==> src/rtl/wb_master_lsu.sv <==
// Wishbone pipelined-mode load/store master: one outstanding access, lane alignment, load extension.
// Optional bus abort timer is enabled by defining WB_MASTER_TIMEOUT_EN.
`ifndef XLEN
`define XLEN 32
`endif
`ifndef XLEN_GRAN
`define XLEN_GRAN ((`XLEN == 64) ? 3 : 2)
`endif
`ifndef XLEN_BYTES
`define XLEN_BYTES (`XLEN / 8)
`endif

module wb_master_lsu #(
  parameter int unsigned TIMEOUT_CYCLES = 255
) (
  input  logic                              clk_i,
  input  logic                              rst_ni,
  input  logic                              req_valid_i,
  output logic                              req_ready_o,
  input  logic [`XLEN-1:0]                  req_addr_i,
  input  logic                              req_we_i,
  input  logic [1:0]                        req_size_i,
  input  logic                              req_unsigned_i,
  input  logic [`XLEN-1:0]                  req_wdata_i,
  output logic                              rsp_valid_o,
  output logic [`XLEN-1:0]                  rsp_rdata_o,
  output logic                              rsp_err_o,
  output logic                              cyc_o,
  output logic                              stb_o,
  output logic                              we_o,
  output logic [`XLEN-`XLEN_GRAN-1:0]       adr_o,
  output logic [`XLEN_BYTES-1:0]            sel_o,
  output logic [`XLEN-1:0]                  dat_o,
  input  logic [`XLEN-1:0]                  dat_i,
  input  logic                              ack_i,
  input  logic                              err_i,
  input  logic                              stall_i
);

  localparam int unsigned Xlen = `XLEN;
  localparam int unsigned Gran = `XLEN_GRAN;
  localparam int unsigned NumBytes = `XLEN_BYTES;
  localparam int unsigned AdrW = Xlen - Gran;

  typedef enum logic [1:0] {StIdle, StReq, StWait, StResp} state_e;

  state_e               state_q, state_d;
  logic                 cyc_q, cyc_d, stb_q, stb_d, we_q, we_d;
  logic [AdrW-1:0]      adr_q, adr_d;
  logic [NumBytes-1:0]  sel_q, sel_d;
  logic [Xlen-1:0]      dat_q, dat_d;
  logic                 rsp_valid_q, rsp_valid_d, rsp_err_q, rsp_err_d;
  logic [Xlen-1:0]      rsp_rdata_q, rsp_rdata_d;
  logic [1:0]           size_q, size_d;
  logic [Gran-1:0]      off_q, off_d;
  logic                 uns_q, uns_d;

  logic                 accept, misaligned, in_bus, done, timeout, rd_sign;
  logic [Gran-1:0]      req_off, align_mask;
  logic [NumBytes-1:0]  req_sel;
  logic [Xlen-1:0]      req_dat, rd_shift, rd_ext;

  assign req_ready_o = (state_q == StIdle);
  assign accept      = req_valid_i & req_ready_o;
  assign req_off     = req_addr_i[Gran-1:0];
  assign in_bus      = (state_q == StReq) | (state_q == StWait);
  assign done        = in_bus & (ack_i | err_i | timeout);

  always_comb begin
    align_mask = '0;
    for (int unsigned i = 0; i < Gran; i++) begin
      align_mask[i] = (i < 32'(req_size_i));
    end
  end

  assign misaligned = (32'(req_size_i) > Gran) | (|(req_off & align_mask));

  // Lane selects cover 2^size bytes starting at the byte offset.
  always_comb begin
    req_sel = '0;
    for (int unsigned b = 0; b < NumBytes; b++) begin
      req_sel[b] = (b >= 32'(req_off)) && (b < 32'(req_off) + (32'd1 << req_size_i));
    end
  end

  always_comb begin
    case (req_size_i)
      2'd0:    req_dat = {NumBytes{req_wdata_i[7:0]}};
      2'd1:    req_dat = {(NumBytes / 2){req_wdata_i[15:0]}};
      2'd2:    req_dat = {(NumBytes / 4){req_wdata_i[31:0]}};
      default: req_dat = req_wdata_i;
    endcase
  end

  assign rd_shift = dat_i >> {off_q, 3'b000};

  always_comb begin
    case (size_q)
      2'd0:    rd_sign = rd_shift[7];
      2'd1:    rd_sign = rd_shift[15];
      2'd2:    rd_sign = rd_shift[31];
      default: rd_sign = rd_shift[Xlen-1];
    endcase
    rd_ext = '0;
    for (int unsigned i = 0; i < Xlen; i++) begin
      rd_ext[i] = (i < (32'd8 << size_q)) ? rd_shift[i] : (~uns_q & rd_sign);
    end
  end

`ifdef WB_MASTER_TIMEOUT_EN
  localparam int unsigned CntW = (TIMEOUT_CYCLES > 1) ? $clog2(TIMEOUT_CYCLES) : 1;

  logic [CntW-1:0] cnt_q, cnt_d;

  assign cnt_d   = accept ? '0 : (in_bus ? cnt_q + 1'b1 : cnt_q);
  assign timeout = in_bus & ~ack_i & ~err_i & (cnt_q == CntW'(TIMEOUT_CYCLES - 1));

  always_ff @(posedge clk_i or negedge rst_ni) begin
    if (!rst_ni) cnt_q <= '0;
    else         cnt_q <= cnt_d;
  end
`else
  logic unused_timeout;
  assign unused_timeout = ^TIMEOUT_CYCLES;
  assign timeout        = 1'b0;
`endif

  always_comb begin
    state_d = state_q;
    unique case (state_q)
      StIdle: if (accept) state_d = misaligned ? StResp : StReq;
      StReq: begin
        if (done)          state_d = StResp;
        else if (!stall_i) state_d = StWait;
      end
      StWait: if (done) state_d = StResp;
      StResp: state_d = StIdle;
      default: state_d = StIdle;
    endcase
  end

  always_comb begin
    cyc_d       = cyc_q;
    stb_d       = stb_q;
    we_d        = we_q;
    adr_d       = adr_q;
    sel_d       = sel_q;
    dat_d       = dat_q;
    size_d      = size_q;
    off_d       = off_q;
    uns_d       = uns_q;
    rsp_valid_d = 1'b0;
    rsp_err_d   = 1'b0;
    rsp_rdata_d = '0;
    unique case (state_q)
      StIdle: begin
        if (accept) begin
          if (misaligned) begin
            rsp_valid_d = 1'b1;
            rsp_err_d   = 1'b1;
          end else begin
            cyc_d  = 1'b1;
            stb_d  = 1'b1;
            we_d   = req_we_i;
            adr_d  = req_addr_i[Xlen-1:Gran];
            sel_d  = req_sel;
            dat_d  = req_dat;
            size_d = req_size_i;
            off_d  = req_off;
            uns_d  = req_unsigned_i;
          end
        end
      end
      StReq, StWait: begin
        if (done) begin
          cyc_d       = 1'b0;
          stb_d       = 1'b0;
          we_d        = 1'b0;
          rsp_valid_d = 1'b1;
          rsp_err_d   = err_i | timeout;
          // Error beats ack when both arrive together.
          if (ack_i && !err_i && !timeout && !we_q) rsp_rdata_d = rd_ext;
        end else if (state_q == StReq && !stall_i) begin
          stb_d = 1'b0;
        end
      end
      default: ;
    endcase
  end

  always_ff @(posedge clk_i or negedge rst_ni) begin
    if (!rst_ni) begin
      state_q     <= StIdle;
      cyc_q       <= 1'b0;
      stb_q       <= 1'b0;
      we_q        <= 1'b0;
      adr_q       <= '0;
      sel_q       <= '0;
      dat_q       <= '0;
      size_q      <= '0;
      off_q       <= '0;
      uns_q       <= 1'b0;
      rsp_valid_q <= 1'b0;
      rsp_err_q   <= 1'b0;
      rsp_rdata_q <= '0;
    end else begin
      state_q     <= state_d;
      cyc_q       <= cyc_d;
      stb_q       <= stb_d;
      we_q        <= we_d;
      adr_q       <= adr_d;
      sel_q       <= sel_d;
      dat_q       <= dat_d;
      size_q      <= size_d;
      off_q       <= off_d;
      uns_q       <= uns_d;
      rsp_valid_q <= rsp_valid_d;
      rsp_err_q   <= rsp_err_d;
      rsp_rdata_q <= rsp_rdata_d;
    end
  end

  assign cyc_o       = cyc_q;
  assign stb_o       = stb_q;
  assign we_o        = we_q;
  assign adr_o       = adr_q;
  assign sel_o       = sel_q;
  assign dat_o       = dat_q;
  assign rsp_valid_o = rsp_valid_q;
  assign rsp_err_o   = rsp_err_q;
  assign rsp_rdata_o = rsp_rdata_q;

endmodule

==> config.mk <==
export PLATFORM = sky130hd
export DESIGN_NAME = wb_master_lsu
export DESIGN_NICKNAME = d
export VERILOG_FILES = /design/src/rtl/wb_master_lsu.sv
export SDC_FILE = /design/constraint.sdc
export NUM_CORES = 1
export LEC_CHECK = 0
export CORE_ASPECT_RATIO = 1.25
export CORE_UTILIZATION = 43
export DETAILED_ROUTE_END_ITERATION = 8
export PLACE_DENSITY = 0.82
export SLEW_MARGIN = 30
export SYNTH_ARGS = -nofsm -noshare
export SYNTH_HDL_FRONTEND = slang
export SYNTH_SLANG_ARGS = --single-unit
==> constraint.sdc <==
create_clock -name clk_i -period 2.7 [get_ports clk_i]
set_input_delay 0.27 -clock clk_i [delete_from_list [all_inputs] [get_ports clk_i]]
set_output_delay 0.27 -clock clk_i [all_outputs]
set_load 0.01 [all_outputs]
==> results.md, run 1 <==
- Setup WS post-layout: 0.468 ns
- GRT Residual Overflow: 0
- Warnings, synthesis: 0
- DRT Wirelength: 14500 um
- Cells after Synth: 514
- CP required: 2.95 ns
- CTS clk-pin slew, worst paths: 0.07 ns
- PwrDens: 983 nW/um2
- TritonCTS clock tree: built
- Core box area: 11200 um2
- Largest net degree at the start of global routing: 72
- Global-route wire length before repair: 22700 um
- Vias in the first global route: 4691
- Worst min path class: input port to register
- Root Buffer: clkbuf_16
- Critical Path AT: 2.48 ns
- Nets@finish: 831
- # IOs: 210
- Crit-path cells: inv_1, ha_1, nand4bb_1, buf_4, a2111oi_2, o21ai_1, o21ai_0
- Final setup vio count: 0
- Peak VDD IR: 0.579 mV
- Post-Synthesis Net Count: 628
- Vias per inst: 5.23
- Post-Synthesis Cell Area: 5010 um2
- DP Worst Slack: 0.167 ns
- GP Congestion: 0.800
- Max incr delay on CP: 0.42 ns
- Worst slew margin relative to its limit: 55.5%
- Drt pass-1 iters: 9
- Hold_ws: 0.454 ns
- FF/Latch Area: 2750 um2
- Max-cap violations: 0
- Achievable frequency: 448 MHz
- Core Util, Final: 67.2%
- Actual slew at the worst max-slew pin: 0.666 ns
- Share of layout cells above drive strength 1: 5.41%
- Post-Layout Inst Area: 7560 um2
- Yosys reg bits: 110
- Fillcell total: 866
- Post-route DRC: 16
- Fin cells: 856
- Synth async-reset ratio: 100%
- Fin. Hold Viols: 0
- Area Overhead vs Synth: 50.9%
- Diode count: 0
- Post-Syn Area per Cell: 9.75 um2
- Distinct cells, synth: 43
- Dpl cells: 840
- CP Capture Type: register
- Cell Area, Placed: 7210 um2
- Post-synthesis sequential area ratio: 54.9%
- Min Tclk post-route: 2.23 ns
- Avg WL per Cell: 16.9 um
- Failing checks: design-rule violations
- Post-synth EDFFs: 0
- Max-slew violations: 0
- Die ar.: 12100 um2
- Hpwl dp: 10600 um
- Initial Utilization: 44.6%
- Worst-path fanout max: 10
- H-tree depth: 3
- Synth area leader: dfrtp_1
- Type of origin of the critical path: register
- Setup TNS Final: 0 ns
- DIE HEIGHT: 123 um
- IO buf count: 209
- DR iter-0 viols: 151
- CTS buffer count: 9
- Antenna viol nets, final: 0
- Clock Latency Late Sink: 0.34 ns
- Chip Width: 98.5 um
- Initial antenna violation count: 0
- Total power: 7.43 mW
- Synth top area share: 54.9%
- Tcrit/Tclk final: 82.7%
- # clock sinks: 110
- All-layer global routing usage: 24.2%
- Row count: 43
- Clk_skew: 0.00582 ns
- Vias: 4475
- Run status: complete, but fails checks
- Crit path kind: register to register
- Ys flop type: dfrtp_1
- RSZ-0062 raised after global routing: false
- Post-synth top cells: nand2_1, dfrtp_1, mux2i_1, o21ai_0, nor2_1
- Ranking of synthesized cells by area: dfrtp_1, nand2_1, mux2i_1
- Static Leak: 3.55 nW
- Slowest cell on crit path: ha_1
- Multi-input combinational cell area: 2070 um2
- Clk buf depth: 2
- Most common cell in the netlist: nand2_1
## where the power goes
part           leakage, nW  switching, mW  internal [mW]  total (mW)
Sequential            1.42          0.380           2.28        2.66
Clock                0.166          0.578          0.926        1.50
Combinational         1.96           1.54           1.72        3.26
Total                 3.55           2.50           4.93        7.43
## state kept, by name, summed over array words and instances (netlist names), 2 cells and up
signal and count:
size_q 2, rsp_rdata_o 32, adr_o 30, state_q 2, off_q 2, dat_o 32, sel_o 4
## metal layers
layer | vias to the layer above | wire, um | track usage [%]
met4 | 0 | 174 | 6.90
met3 | 15 | 1140 | 6.49
met5 | - | 0 | 0
met2 | 196 | 7420 | 44.7
met1 | 2139 | 5730 | 27.4
li1 | 2125 | - | -
## critical path: cells and delay by family (launching register included)
kind,cells,cell delay (ns)
buffers and inverters,2,0.33
DFF,1,0.38
AOI/OAI and AO/OA,3,0.82
adders and majority gates,1,0.42
and+or+nand+nor,1,0.19
## worst paths after layout
| kind | start | end | slack [ns] | depth (start not counted) |
|---|---|---|---|---|
| worst max register to register | state_q[0] | rsp_rdata_o[16] | 0.47 | 7 |
| worst min-delay path | req_addr_i[24] | adr_o[22] | 0.45 | 3 |
| worst max-delay path | state_q[0] | rsp_rdata_o[16] | 0.47 | 7 |
| worst min register to register | adr_o[29] | adr_o[29] | 0.48 | 2 |
| min in group asynchronous | rst_ni | adr_o[5] | 0.46 | 2 |
| max in group asynchronous | rst_ni | state_q[1] | 1.48 | 3 |
## timing repair
action | in CTS | in global routing
hold buffers | 1 | 0
resized for setup | 0 | 0
hold endpoints to repair | 39 | 0
setup buffers | 0 | 0
## cells by family (layout without fill, tap and decap cells)
group / count (synthesis) / after routing / synth area share, %
simple gates: 215 / 215 / 17.6
flops: 110 / 110 / 54.9
compound gates: 101 / 101 / 12.9
mux: 43 / 43 / 8.62
buf+inv: 36 / 243 / 3.82
fa+ha+maj: 8 / 8 / 2.00
xor+xnor: 1 / 1 / 0.175
## cell usage in the layout, fill, tap and decap left out, types with 2 or more instances in the layout
master / netlist / routed
mux2i_1: 42 / 42
a21oi_1: 16 / 16
nand2b_1: 3 / 3
bufinv_16: 0 / 3
a211oi_1: 23 / 23
o21ai_0: 37 / 37
nor2_2: 2 / 2
or2_2: 2 / 2
inv_1: 5 / 5
clkdlybuf4s50_1: 0 / 208
nor2b_1: 9 / 9
nand2_1: 160 / 160
ha_1: 8 / 8
dfrtp_1: 110 / 110
a21o_1: 12 / 12
nor2_1: 30 / 30
nor3_1: 2 / 2
buf_4: 1 / 13
clkbuf_16: 0 / 9
## layout make-up
cell class	instances	share of cell area, %
inverters	5	0.248
repair buffers	223	29.2
flip-flops and latches	110	36.4
well taps	135	2.23
multi-input cells	368	27.4
clock inverters	4	1.26
clock buffers	11	3.21
No activity file was read; power rests on OpenSTA's default activity.
==> run 2, diff against run 1 <==
--- a/config.mk
+++ b/config.mk
@@ -6,9 +6,9 @@
 export NUM_CORES = 1
 export LEC_CHECK = 0
 export CORE_ASPECT_RATIO = 1.25
-export CORE_UTILIZATION = 43
+export CORE_UTILIZATION = 39
 export DETAILED_ROUTE_END_ITERATION = 8
-export PLACE_DENSITY = 0.82
+export PLACE_DENSITY = 0.78
 export SLEW_MARGIN = 30
 export SYNTH_ARGS = -nofsm -noshare
 export SYNTH_HDL_FRONTEND = slang
==> constraint.sdc (replaced) <==
create_clock -name clk_i -period 1.8 [get_ports clk_i]
set_input_delay 0.18 -clock clk_i [delete_from_list [all_inputs] [get_ports clk_i]]
set_output_delay 0.18 -clock clk_i [all_outputs]
set_load 0.01 [all_outputs]
==> run 2 against run 1 <==
  * The flow now finishes without violations
  * Sequential power up 50%
  * Register-to-register slack worse by 0.45 ns
  * Flip-flop and latch count is the same
  * Sequential share of layout area decreased by 1.6 points
  * Highest routed layer unchanged
==> results.md, run 2 (synthesized netlist as in run 1, its figures left out) <==
- Die ar.: 13300 um2 (+10%)
- Vias: 4585 (+2.5%)
- Peak VDD IR: 0.728 mV (+26%)
- Actual slew at the worst max-slew pin: 0.426 ns (-0.240 ns)
- Avg WL per Cell: 16.1 um (-4.4%)
- Global-route wire length before repair: 23300 um (+2.6%)
- Static Leak: 3.69 nW (+4.1%)
- Tcrit/Tclk final: 98.8% (+16 points)
- Cell Area, Placed: 7510 um2 (+4.1%)
- Largest net degree at the start of global routing: 75 (+4.2%)
- Type of origin of the critical path: register
- Initial Utilization: 40.6% (-3.9 points)
- Total power: 11.5 mW (+54%)
- FF/Latch Area: 2750 um2 (unchanged)
- All-layer global routing usage: 23.0% (-1.2 points)
- R2R Setup Slk: 0.02 ns (-0.45 ns)
- Worst r2r dst: rsp_rdata_o[27]
- Core box area: 12300 um2 (+9.7%)
- Antenna viol nets, final: 0 (unchanged)
- Worst slew margin relative to its limit: 71.6% (+16 points)
- Setup TNS Final: 0 ns (unchanged)
- Run status: finished clean
- Drt pass-1 iters: 4 (-5)
- Root Buffer: clkbuf_16
- Most frequent cells in the layout: clkdlybuf4s50_1, nand2_1, dfrtp_1
- Clk_skew: 0.00847 ns (+0.00265 ns)
- GRT Residual Overflow: 0 (unchanged)
- CTS buffer count: 9 (unchanged)
- Clk buf depth: 2 (unchanged)
- R2r startpoint: state_q[0]
- Vias in the first global route: 4742 (+1.1%)
- Chip Width: 103 um (+4.9%)
- Diode count: 0 (unchanged)
- Nets@finish: 860 (+3.5%)
- Fin cells: 915 (+6.9%)
- R2R cell count: 6 (-1)
- DP Worst Slack: -0.237 ns (-0.404 ns)
- Final setup vio count: 0 (unchanged)
- Post-route DRC: 0 (-16)
- Crit path kind: register to register
- Hpwl dp: 11100 um (+5.5%)
- Initial antenna violation count: 0 (unchanged)
- PwrDens: 1450 nW/um2 (+47%)
- DR iter-0 viols: 137 (-9.3%)
- RSZ-0062 raised after global routing: true
- Min Tclk post-route: 1.78 ns (-0.454 ns)
- Share of layout cells above drive strength 1: 10.5% (+5.1 points)
- Clock Latency Late Sink: 0.35 ns (about the same)
- Multi-input combinational cell area: 2160 um2 (+4.0%)
- Dpl cells: 895 (+6.5%)
- DRT Wirelength: 14800 um (+2.2%)
- CTS clk-pin slew, worst paths: 0.07 ns (about the same)
- Row count: 45 (+4.7%)
- H-tree depth: 3 (unchanged)
- # clock sinks: 110 (unchanged)
- Commonest non-fill, non-tap cell in the layout: clkdlybuf4s50_1
- IO buf count: 209 (unchanged)
- Fillcell total: 978 (+13%)
- Max-slew violations: 0 (unchanged)
- Fin. Hold Viols: 0 (unchanged)
- Hold_ws: 0.196 ns (-0.258 ns)
- Setup WS post-layout: 0.0220 ns (-0.446 ns)
- GP Congestion: 0.814 (+1.8%)
- TritonCTS clock tree: built
- # IOs: 210 (unchanged)
- Core Util, Final: 64.2% (-3.1 points)
- CP required: 2.08 ns (-0.87 ns)
- DIE HEIGHT: 129 um (+4.9%)
- Worst-path fanout max: 8 (-2)
- Max-cap violations: 0 (unchanged)
- Area Overhead vs Synth: 58.0%
- Achievable frequency: 562 MHz (+26%)
- Vias per inst: 5.01 (-4.1%)
- Critical Path AT: 2.05 ns (-0.43 ns)
- Worst min path class: input port to asynchronous set/reset pin
- Post-Layout Inst Area: 7910 um2 (+4.7%)
- CP Capture Type: register
## run 2: area by class of cell
type | instances | area share, %
Timing Repair Buffer | 252 | 31.1
Clock buffer | 10 | 2.89
Sequential cell | 110 | 34.8
Multi-Input combinational cell | 368 | 27.3
Inverter | 5 | 0.237
Tap cell | 164 | 2.59
Clock inverter | 6 | 1.09
## run 2: worst max path at each step
stage                  start              end  slack [ns]  cells past startpoint
5_1_grt           state_q[0]  rsp_rdata_o[27]       -0.04                      6
3_5_place_dp           err_i  rsp_rdata_o[19]       -0.24                      5
4_1_cts           state_q[0]  rsp_rdata_o[27]       0.002                      6
6_report          state_q[0]  rsp_rdata_o[27]        0.02                      6
3_3_place_gp           err_i  rsp_rdata_o[25]       -0.20                      5
2_1_floorplan  req_size_i[0]        adr_o[13]       0.002                     10
## run 2: report_power, final
group,switching [mW],internal [mW],total (mW),leakage [nW]
sequential,0.578,3.43,4.00,1.42
clock,0.891,1.22,2.11,0.152
combinational,2.46,2.90,5.35,2.12
total,3.92,7.54,11.5,3.69
## run 2: worst max-delay path: stages (launching register included)
cell and delay (ns):
dfrtp_1 0.36, inv_2 0.06, ha_4 0.28, nand4bb_4 0.15, or3b_4 0.47, nor2_4 0.21, a21o_1 0.18
## run 2: timing repair
| action | in CTS | in global routing |
|---|---|---|
| resized for setup | 7 | 9 |
| buffers inserted | 1 | 2 |
| hold endpoints to repair | 110 | 0 |
| endpoints found under the setup margin | 24 | 26 |
| pin swaps | 3 | 8 |
| hold buffers | 1 | 0 |
## run 2: layer usage
metal	track usage [%]	part of all wire (%)	up-vias
li1	-	-	2184
met1	27.0	40	2144
met2	38.0	48	221
met3	6.03	8.7	36
met4	12.5	3.6	0
met5	0	0	-
==> run 3, diff against run 2 <==
--- a/config.mk
+++ b/config.mk
@@ -9,6 +9,7 @@
 export CORE_UTILIZATION = 39
 export DETAILED_ROUTE_END_ITERATION = 8
 export PLACE_DENSITY = 0.78
+export REMOVE_ABC_BUFFERS = 1
 export SLEW_MARGIN = 30
 export SYNTH_ARGS = -nofsm -noshare
 export SYNTH_HDL_FRONTEND = slang
==> run 3 against run 2 <==
  * Global-route usage shrank 0.67 points
  * Flip-flop and latch count did not move
  * Critical path depth grew 1
  * The flow now finishes with violations (negative setup slack)
  * Die area stayed put
  * Non-clock buffer count grew 10
  * Sequential power about the same
  * Via count increased by 0.24%
  * Design area increased by 1.2%
  * Wire length fell by 0.47%
  * Critical endpoint is now rsp_rdata_o[26]
  * Critical path type unchanged
  * Worst setup slack got worse by 0.059 ns
==> results.md, run 3 (synthesized netlist as in run 1, its figures left out) <==
- Hpwl dp: 11000 um (-1.4%)
- Worst-path fanout max: 8 (unchanged)
- GP Congestion: 0.830 (+2.0%)
- Drt pass-1 iters: 4 (unchanged)
- DIE HEIGHT: 129 um (unchanged)
- Type of origin of the critical path: register
- Row count: 45 (unchanged)
- CP Capture Type: register
- Setup TNS Final: -0.305 ns (-0.305 ns)
- R2R cell count: 7 (+1)
- TritonCTS clock tree: built
- Die ar.: 13300 um2 (unchanged)
- Global-route wire length before repair: 22700 um (-2.7%)
- Core box area: 12300 um2 (unchanged)
- H-tree depth: 3 (unchanged)
- R2R Setup Slk: -0.04 ns (-0.06 ns)
- Total power: 11.5 mW (about the same)
- Peak VDD IR: 0.815 mV (+12%)
- R2r startpoint: state_q[0]
- Area Overhead vs Synth: 59.9%
- Max-cap violations: 0 (unchanged)
- Diode count: 0 (unchanged)
- RSZ-0062 raised after global routing: true
- # IOs: 210 (unchanged)
- CTS buffer count: 9 (unchanged)
- Tcrit/Tclk final: 102% (+3.3 points)
- CP required: 2.08 ns (about the same)
- GRT Residual Overflow: 0 (unchanged)
- Commonest non-fill, non-tap cell in the layout: clkdlybuf4s50_1
- Hold_ws: 0.288 ns (+0.0923 ns)
- Clk buf depth: 2 (unchanged)
- Largest net degree at the start of global routing: 58 (-23%)
- IO buf count: 209 (unchanged)
- Core Util, Final: 65.0% (+0.77 points)
- DRT Wirelength: 14700 um (-0.47%)
- Clk_skew: 0.00543 ns (-0.00304 ns)
- Vias: 4596 (+0.24%)
- Chip Width: 103 um (unchanged)
- Nets@finish: 870 (+1.2%)
- Vias in the first global route: 4634 (-2.3%)
- Fillcell total: 975 (-0.31%)
- Initial Utilization: 40.6% (unchanged)
- Antenna viol nets, final: 0 (unchanged)
- Actual slew at the worst max-slew pin: 0.381 ns (-0.0450 ns)
- Vias per inst: 4.97 (-0.84%)
- Setup WS post-layout: -0.0372 ns (-0.0592 ns)
- All-layer global routing usage: 22.3% (-0.67 points)
- Achievable frequency: 544 MHz (-3.2%)
- Worst slew margin relative to its limit: 73.9% (+2.3 points)
- Initial antenna violation count: 0 (unchanged)
- Crit path kind: register to register
- Failing checks: negative setup slack
- PwrDens: 1430 nW/um2 (-1.2%)
- Crit path to: rsp_rdata_o[26]
- # clock sinks: 110 (unchanged)
- Post-route DRC: 0 (unchanged)
- Final setup vio count: 11 (+11)
- Worst Setup SP: state_q[0]
- Fin. Hold Viols: 0 (unchanged)
- Max-slew violations: 0 (unchanged)
- Clock Latency Late Sink: 0.34 ns (about the same)
- Min Tclk post-route: 1.84 ns (+0.0592 ns)
- Worst min path class: input port to asynchronous set/reset pin
- Most frequent cells in the layout: clkdlybuf4s50_1, nand2_1, dfrtp_1
- Share of layout cells above drive strength 1: 12.2% (+1.7 points)
- Run status: complete, but fails checks
- Root Buffer: clkbuf_16
- CTS clk-pin slew, worst paths: 0.07 ns (about the same)
- DR iter-0 viols: 159 (+16%)
- Worst r2r dst: rsp_rdata_o[26]
- Static Leak: 3.75 nW (+1.7%)
- Critical Path AT: 2.11 ns (+0.06 ns)
- Avg WL per Cell: 15.9 um (-1.5%)
==> run 3: cell count changes in the layout (fill, tap and decap cells not counted), moves of 2 or more <==
cell	previous run	this run
buf_4	39	44
buf_6	0	4
clkinvlp_4	1	3
clkdlybuf4s50_1	208	206
o21ai_2	1	4
o21ai_0	32	28
==> run 3: per-stage QoR <==
step           area, um2  setup WS [ns]  std cells
2_1_floorplan       4840         -0.960        483
3_3_place_gp        7570         -0.272        905
3_5_place_dp        7570         -0.355        905
4_1_cts             7930        -0.0758        924
5_1_grt             8010         -0.105        925
6_report            8010        -0.0372        925
==> run 3: worst max-delay path, stage by stage (launching register included) <==
cell and delay [ns]:
dfrtp_1 0.37, inv_2 0.06, ha_4 0.28, nand4bb_4 0.13
buf_6 0.16, or3b_4 0.45, nor2_4 0.18, a21o_1 0.14
==> run 3: timing repair <==
item,in CTS,in global routing
endpoints found under the setup margin,20,53
pin swaps,9,10
setup buffers,2,1
hold endpoints to repair,22,0
resized for setup,16,17
hold buffers,1,0
cloned,0,0
==> run 3: worst min path at each step <==
| stage | startpoint | endpoint | slack (ns) | cells past startpoint |
|---|---|---|---|---|
| global route | rst_ni | rsp_rdata_o[9] | 0.33 | 2 |
| CTS | rst_ni | rsp_rdata_o[9] | 0.29 | 2 |
| global placement | rst_ni | rsp_rdata_o[18] | 0.1 | 1 |
| finish | rst_ni | rsp_rdata_o[9] | 0.29 | 2 |
| detailed placement | rst_ni | rsp_rdata_o[9] | 0.11 | 1 |
| floorplan | rst_ni | adr_o[0] | -0.12 | 0 |
==> run 3: final cells by class <==
cell class | instances | area, um2 | share of cell area, %
Clock inverter | 6 | 62.6 | 0.781
Sequential cell | 110 | 2750 | 34.4
Tap cell | 164 | 205 | 2.56
Clock buffer | 10 | 229 | 2.86
Multi-Input combinational cell | 368 | 2170 | 27.1
Timing Repair Buffer | 262 | 2570 | 32.1
Inverter | 5 | 18.8 | 0.234
==> run 3: power by group <==
| part | internal (mW) | switching [mW] |
|---|---|---|
| Sequential | 3.42 | 0.556 |
| Combinational | 3.00 | 2.52 |
| Clock | 1.08 | 0.891 |
==> run 3: per-layer routing <==
metal / vias up / track usage, % / part of all wire, %
met5: - / 0 / 0
met4: 0 / 5.47 / 1.1
met3: 16 / 5.70 / 6.7
met2: 178 / 40.7 / 52
met1: 2200 / 25.7 / 40
li1: 2202 / - / -
